<file path="src/rtl/instr_sequencer.sv">
// Byte-stream instruction sequencer driving register-bank write controls.
// Optional SEQ_OVERLAP_FETCH_EN overlaps the next fetch with EXEC.
module instr_sequencer (
  input  logic       CLK,
  input  logic       RST_N,
  input  logic [7:0] INSTR,
  input  logic       IVALID,
  output logic       IREADY,
  output logic [7:0] PC,
  output logic       MS1,
  output logic       MS0,
  output logic       RS2,
  output logic       RS1,
  output logic       RS0,
  output logic       E,
  output logic [7:0] IMM,
  output logic [2:0] SRC,
  output logic [2:0] ALUOP,
  output logic       HALTED
);

`ifdef SEQ_OVERLAP_FETCH_EN
  localparam logic OVL = 1'b1;
`else
  localparam logic OVL = 1'b0;
`endif

  typedef enum logic [2:0] {
    S_IDLE,
    S_FETCH,
    S_IMM,
    S_EXEC,
    S_HALT
  } state_t;

  state_t     r_state;
  logic       r_ready;
  logic       r_e;
  logic       r_halted;
  logic [7:0] r_pc;
  logic [7:0] r_imm;
  logic [1:0] r_ms;
  logic [2:0] r_rs;
  logic [2:0] r_src;
  logic [2:0] r_alu;

  logic w_hs;
  logic w_mov;
  logic w_alu;
  logic w_ldi;
  logic w_halt;
  logic w_clr;

  assign w_hs   = IVALID & r_ready;
  assign w_mov  = INSTR[7:6] == 2'b00;
  assign w_alu  = INSTR[7:6] == 2'b01;
  assign w_ldi  = INSTR[7:6] == 2'b10;
  assign w_halt = (INSTR[7:6] == 2'b11) & (INSTR[2:0] == 3'b111);
  assign w_clr  = (INSTR[7:6] == 2'b11) & (INSTR[2:0] != 3'b111);

  always_ff @(posedge CLK or negedge RST_N) begin
    if (!RST_N) begin
      r_state  <= S_IDLE;
      r_ready  <= 1'b0;
      r_e      <= 1'b0;
      r_halted <= 1'b0;
      r_pc     <= 8'h00;
      r_imm    <= 8'h00;
      r_ms     <= 2'b11;
      r_rs     <= 3'b000;
      r_src    <= 3'b000;
      r_alu    <= 3'b000;
    end else begin
      if (w_hs)
        r_pc <= r_pc + 8'd1;
      unique case (r_state)
        S_IDLE: begin
          r_state <= S_FETCH;
          r_ready <= 1'b1;
          r_e     <= 1'b0;
        end
        S_FETCH, S_EXEC: begin
          // EXEC only accepts an opcode when overlap is built in
          if (w_hs) begin
            unique case (1'b1)
              w_halt: begin
                r_state  <= S_HALT;
                r_ready  <= 1'b0;
                r_e      <= 1'b0;
                r_halted <= 1'b1;
              end
              w_ldi: begin
                r_ms    <= 2'b10;
                r_rs    <= INSTR[5:3];
                r_state <= S_IMM;
                r_ready <= 1'b1;
                r_e     <= 1'b0;
              end
              w_mov, w_alu, w_clr: begin
                r_ms    <= {w_clr, w_mov | w_clr};
                r_rs    <= INSTR[5:3];
                if (w_mov)
                  r_src <= INSTR[2:0];
                if (w_alu)
                  r_alu <= INSTR[2:0];
                r_state <= S_EXEC;
                r_ready <= OVL;
                r_e     <= 1'b1;
              end
              default: r_state <= r_state;
            endcase
          end else if (r_state == S_EXEC) begin
            r_state <= S_FETCH;
            r_ready <= 1'b1;
            r_e     <= 1'b0;
          end
        end
        S_IMM: begin
          if (w_hs) begin
            r_imm   <= INSTR;
            r_state <= S_EXEC;
            r_ready <= OVL;
            r_e     <= 1'b1;
          end
        end
        S_HALT: begin
          r_ready <= 1'b0;
          r_e     <= 1'b0;
        end
        default: begin
          r_state <= S_IDLE;
          r_ready <= 1'b0;
          r_e     <= 1'b0;
        end
      endcase
    end
  end

  assign IREADY          = r_ready;
  assign E               = r_e;
  assign HALTED          = r_halted;
  assign PC              = r_pc;
  assign IMM             = r_imm;
  assign {MS1, MS0}      = r_ms;
  assign {RS2, RS1, RS0} = r_rs;
  assign SRC             = r_src;
  assign ALUOP           = r_alu;

endmodule

</file>
<file path="config.mk">
export PLATFORM = sky130hd
export DESIGN_NAME = instr_sequencer
export DESIGN_NICKNAME = d
export VERILOG_FILES = /design/src/rtl/instr_sequencer.sv
export SDC_FILE = /design/constraint.sdc
export NUM_CORES = 1
export LEC_CHECK = 0
export BUFFER_PORTS_ARGS = -buffer_cell sky130_fd_sc_hd__buf_2
export CAP_MARGIN = 20
export CORE_ASPECT_RATIO = 0.6
export CORE_MARGIN = 3
export CORE_UTILIZATION = 54
export DETAILED_ROUTE_END_ITERATION = 8
export PLACE_DENSITY_LB_ADDON = 0.12
export SLEW_MARGIN = 20
export SYNTH_ARGS = -nofsm -noshare
export SYNTH_HDL_FRONTEND = slang
export SYNTH_SLANG_ARGS = --single-unit
export TNS_END_PERCENT = 20
</file>
<file path="constraint.sdc">
create_clock -name CLK -period 4.25 [get_ports CLK]
set_input_delay 0.425 -clock CLK [delete_from_list [all_inputs] [get_ports CLK]]
set_output_delay 0.425 -clock CLK [all_outputs]
set_load 0.1 [all_outputs]
</file>
# Word level (Yosys, flattened, before mapping)
# Index checks and enable logic that the tools add are counted.
classes:
  bitwise_logic: 5
  n_addsub: 1
  muxes: 16
  n_reduce_logical: 17
  eq_ne: 14
ops:
  columns: ["operator", "n"]
  rows:
  - ["AND reduction 3 bit", 5]
  - ["case mux 3 bit (4 select lines)", 1]
  - ["AND reduction 4 bit", 3]
  - ["2-to-1 mux 3 bit", 3]
  - ["case mux 3 bit (3 select lines)", 1]
  - ["adder 8 x 1 -> 8 bit, second input constant", 1]
  - ["OR reduction 4 bit", 2]
  - ["equality test 3 x 2 -> 1 bit, second input constant", 2]
  - ["equality test 3 bit, second input constant", 2]
  - ["2-to-1 mux 1 bit", 6]
  - ["inequality test 3 bit, second input constant", 2]
  - ["case mux 1 bit (2 select lines)", 3]
  - ["inequality test 5 x 4 -> 1 bit, second input constant", 1]
  - ["equality test 2 bit, second input constant", 2]
  - ["inequality test 4 x 3 -> 1 bit, second input constant", 1]
  - ["inequality test 4 bit, second input constant", 1]
  - ["case mux 2 bit (2 select lines)", 1]
  - ["OR reduction 2 bit", 2]
  - ["bitwise AND 1 bit", 3]
  - ["equality test 3 x 1 -> 1 bit, second input constant", 1]
  - ["zero test 3 bit", 1]
  - ["case mux 1 bit (3 select lines)", 1]
  - ["OR reduction 3 bit", 1]
  - ["equality test 2 x 1 -> 1 bit, second input constant", 1]
  - ["other kinds (6)", 6]
word_totals:
  output_inout_bits: 30
  elab_cells: 63
  regBits: 33
  in_bits: 11

# Longest topological paths before layout
depth:
  ltp_word: 6
  mapped_depth: 4
  depth_no_buf: 3

# Least setup slack after synthesis
# OpenSTA, ideal clock, no wires.
synth_timing:
  path_type: "flip-flop to flip-flop"
  start: "register r_ready (netlist: IREADY)"
  end: "register r_src[0] (netlist: SRC[0])"
  stages_incl_launch_ff: 4
  n_path_buf: 0
  path_slack_ns: 2.187
  t_required_ns: 4.125
  setup_ns: 0.125
  period_less_slack_ns: 2.063
  t_arrival_ns: 1.938
  path_cell_list: "dfrtp_1 > nand4b_4 > or3_4 > mux2_4"
synth_via:
  elab_chain_cells: 2
synth_lines:
  columns: ["item", "line", "text"]
  rows:
  - ["start: declaration", "37", "logic r_ready;"]
  - ["start signal: assignment", "64", "r_ready <= 1'b0;"]
  - ["start signal: assignment", "79", "r_ready <= 1'b1;"]
  - ["start signal: assignment", "88", "r_ready <= 1'b0;"]
  - ["bitwise AND 1 bit", "54", "assign w_hs = IVALID & r_ready;"]
  - ["AND reduction 4 bit (no source line)", null, null]
  - ["end signal: assignment", "103", "r_src <= INSTR[2:0];"]
  - ["end: declaration", "44", "logic [2:0] r_src;"]
# No other way between the ends.
# A chain may end at the register's enable or synchronous reset.

# Worst setup path in the final report
layout_timing:
  start: "register r_ready (netlist: IREADY)"
  end: "register r_imm[3] (netlist: IMM[3])"
layout_via:
  elab_chain_cells: 2
layout_lines:
  columns: ["item", "line", "text"]
  rows:
  - ["bitwise AND 1 bit", "54", null]
  - ["AND reduction 2 bit (no source line)", null, null]
  - ["end signal: assignment", "68", "r_imm <= 8'h00;"]
  - ["end signal: assignment", "120", "r_imm <= INSTR;"]
  - ["end: declaration", "41", "logic [7:0] r_imm;"]
# No other way between the ends.

==> impl_metrics.ini <==
[cts]
cts_tree = built
post_cts_buffers = 0
clock_path_buffers = 2
cts_buffers = 5
cts_root_buf = clkbuf_8
path_clk_slew_ns = 0.06
cts_resized = 0
h-tree-depth = 2
cts_sinks = 33
insertion_delay_ns = 0.27
postCtsHoldBufs = 0

[worst_setup_path]
reg2reg_from = IREADY$_DFFE_PN0P_
r2r_slack_ns = 2.48
crit_fanout = 11
rr_endpoint = IMM[3]$_DFFE_PN0P_
r2r_cells = 3
startpoint_type = register
crit_type = reg2reg
endpoint_kind = register
arrival_ns = 1.93
worstPathRequired_ns = 4.41

[timing]
rsz0062_at_grt = false
fmax_ghz = 0.565
period_share_pct = 41.6
finalHoldViolCount = 0
max_slew_margin_pct = 53.2
fin_tns_setup_ns = 0
skew_ns = 0.00418
slew_viol_final = 0
tightest_slew_ns = 0.702
setup_viol = 0
fin_crit_ns = 1.77

[detailed_routing]
vias = 970
ant_nets = 0
drtPass1Iterations = 4
viasPerCell = 5.48
drtIter0Drc = 74
drc_errors = 0
routedWlPerCell_um = 16.1
wl_um = 2850

[finish]
fill_cells = 152
nets = 158
syn2layout_area_growth_pct = 22.3
final_layout_size_suffix_gt1_share_pct = 46.3
final_cell_mix = buf_2 (40), dfrtp_1 (31), mux2_2 (15)
insertedDiodeCount = 0
final_common_cell = buf_2

[synthesis]
syn_inst = 101
yosysWarnings = 0
syn_area_sq_um = 1390
synth_fp_nets = 113
synth.avg_cell_area_sq_um = 13.7
synth_cell_types = 32
seq_area_frac_synth_pct = 59.8
synth-seq-cells = 33

[worst_hold_path]
holdCritPathClass = in2async

[global_routing]
grt_usage_pct = 20.7
grt_pass1_wl_um = 4840
grt_pass1_vias = 997
grt_overflow = 0
antenna_found_initial = 0
grt_max_degree = 34

[die]
pin_count = 41
rows = 13
initial_utilization_pct = 60.4
core_region_area_sq_um = 2290
die-height_um = 45.2
fp.dieW_um = 71.4
fp.dieArea_sq_um = 3230

[placed_design]
dp_hpwl_um = 2170
gp_routability_congestion = 0.753
io_buffers = 40

[run_status]
status = finished, final reports clean

[run]
maxCapViolations = 0
-- state kept, by name (all words and copies together) (netlist names) --
name	count
IREADY	1
SRC	3
PC	8
r_state	3
HALTED	1
E	1
IMM	8
ALUOP	3
r_rs	3
r_ms	2
-- routing by layer --
layer  global-route usage, %  wire length, um
met1                    28.4             1250
met2                    30.7             1380
met3                    7.33              189
met4                    7.49               31
met5                       0                0
-- Yosys cell counts --
library cell	n	share of area, %
a21boi_0	1	0.54
a21oi_1	3	1.1
a221oi_1	1	0.63
and2_1	1	0.45
and3_1	2	0.90
and4_1	1	0.63
buf_2	1	0.36
clkbuf_1	1	0.27
dfrtp_1	31	56
dfstp_2	2	3.8
ha_1	1	0.90
inv_1	2	0.54
mux2_2	15	12
mux2_4	3	3.3
nand2_1	5	1.4
nand2b_1	1	0.45
nand3_1	1	0.36
nand3b_1	2	1.1
nand4_1	5	2.3
nand4b_4	1	1.7
nor2_1	4	1.1
nor3_1	1	0.36
nor3b_2	1	0.90
nor4_1	1	0.45
o21ai_0	1	0.36
o21bai_1	2	1.1
o22a_1	1	0.63
o22ai_1	1	0.45
o31a_1	1	0.63
or3_4	1	0.81
xnor2_1	6	3.8
xor2_1	1	0.63
-- worst max path at each step --
stage                       startpoint            endpoint  slack, ns
global route        IREADY$_DFFE_PN0P_  IMM[0]$_DFFE_PN0P_       2.38
floorplan           IREADY$_DFFE_PN0P_  SRC[0]$_DFFE_PN0P_       2.19
detailed placement              IVALID  IMM[5]$_DFFE_PN0P_       2.41
finish              IREADY$_DFFE_PN0P_  IMM[3]$_DFFE_PN0P_       2.48
global placement                IVALID  IMM[5]$_DFFE_PN0P_       2.50
CTS                 IREADY$_DFFE_PN0P_  IMM[3]$_DFFE_PN0P_       2.49
-- cell type report --
| class | count | area [sq um] | share of cell area (%) |
|---|---|---|---|
| multi-input combinational | 64 | 541 | 31.9 |
| sequential | 33 | 828 | 48.9 |
| tap | 30 | 37.5 | 2.22 |
| clock buffer | 8 | 80.1 | 4.73 |
| inverter | 2 | 7.51 | 0.443 |
| timing repair buffer | 40 | 200 | 11.8 |
-- through the flow --
| stage | util (%) | setup slack [ns] | hold WS [ns] | area, sq um | cells |
|---|---|---|---|---|---|
| after global placement | 70.4 | 2.50 | 0.455 | 1610 | 169 |
| after CTS | 73.9 | 2.49 | 0.222 | 1690 | 177 |
| after detailed placement | 70.4 | 2.41 | 0.466 | 1610 | 169 |
| after floorplan | - | 2.19 | 0.129 | 1390 | 101 |
| final | 73.9 | 2.48 | 0.197 | 1690 | 177 |
| after global routing | 73.9 | 2.38 | 0.248 | 1690 | 177 |
-- cell families after synthesis --
group | count (synthesis) | share of synthesized area [%]
mux | 18 | 15.4
simple gates | 27 | 12.8
fa+ha+maj | 1 | 0.903
buf+inv | 4 | 1.17
compound gates | 11 | 5.42
flops | 33 | 59.8
xor+xnor | 7 | 4.43
-- worst max-delay path, stage by stage (launching register included) --
cell,delay (ns)
dfrtp_1,0.45
and2_1,0.42
nand3b_1,0.39
mux2_2,0.40
Power is left out: the tool's default activity adds up to more than one toggle a clock period on the data nets, which glitch-free logic cannot reach.
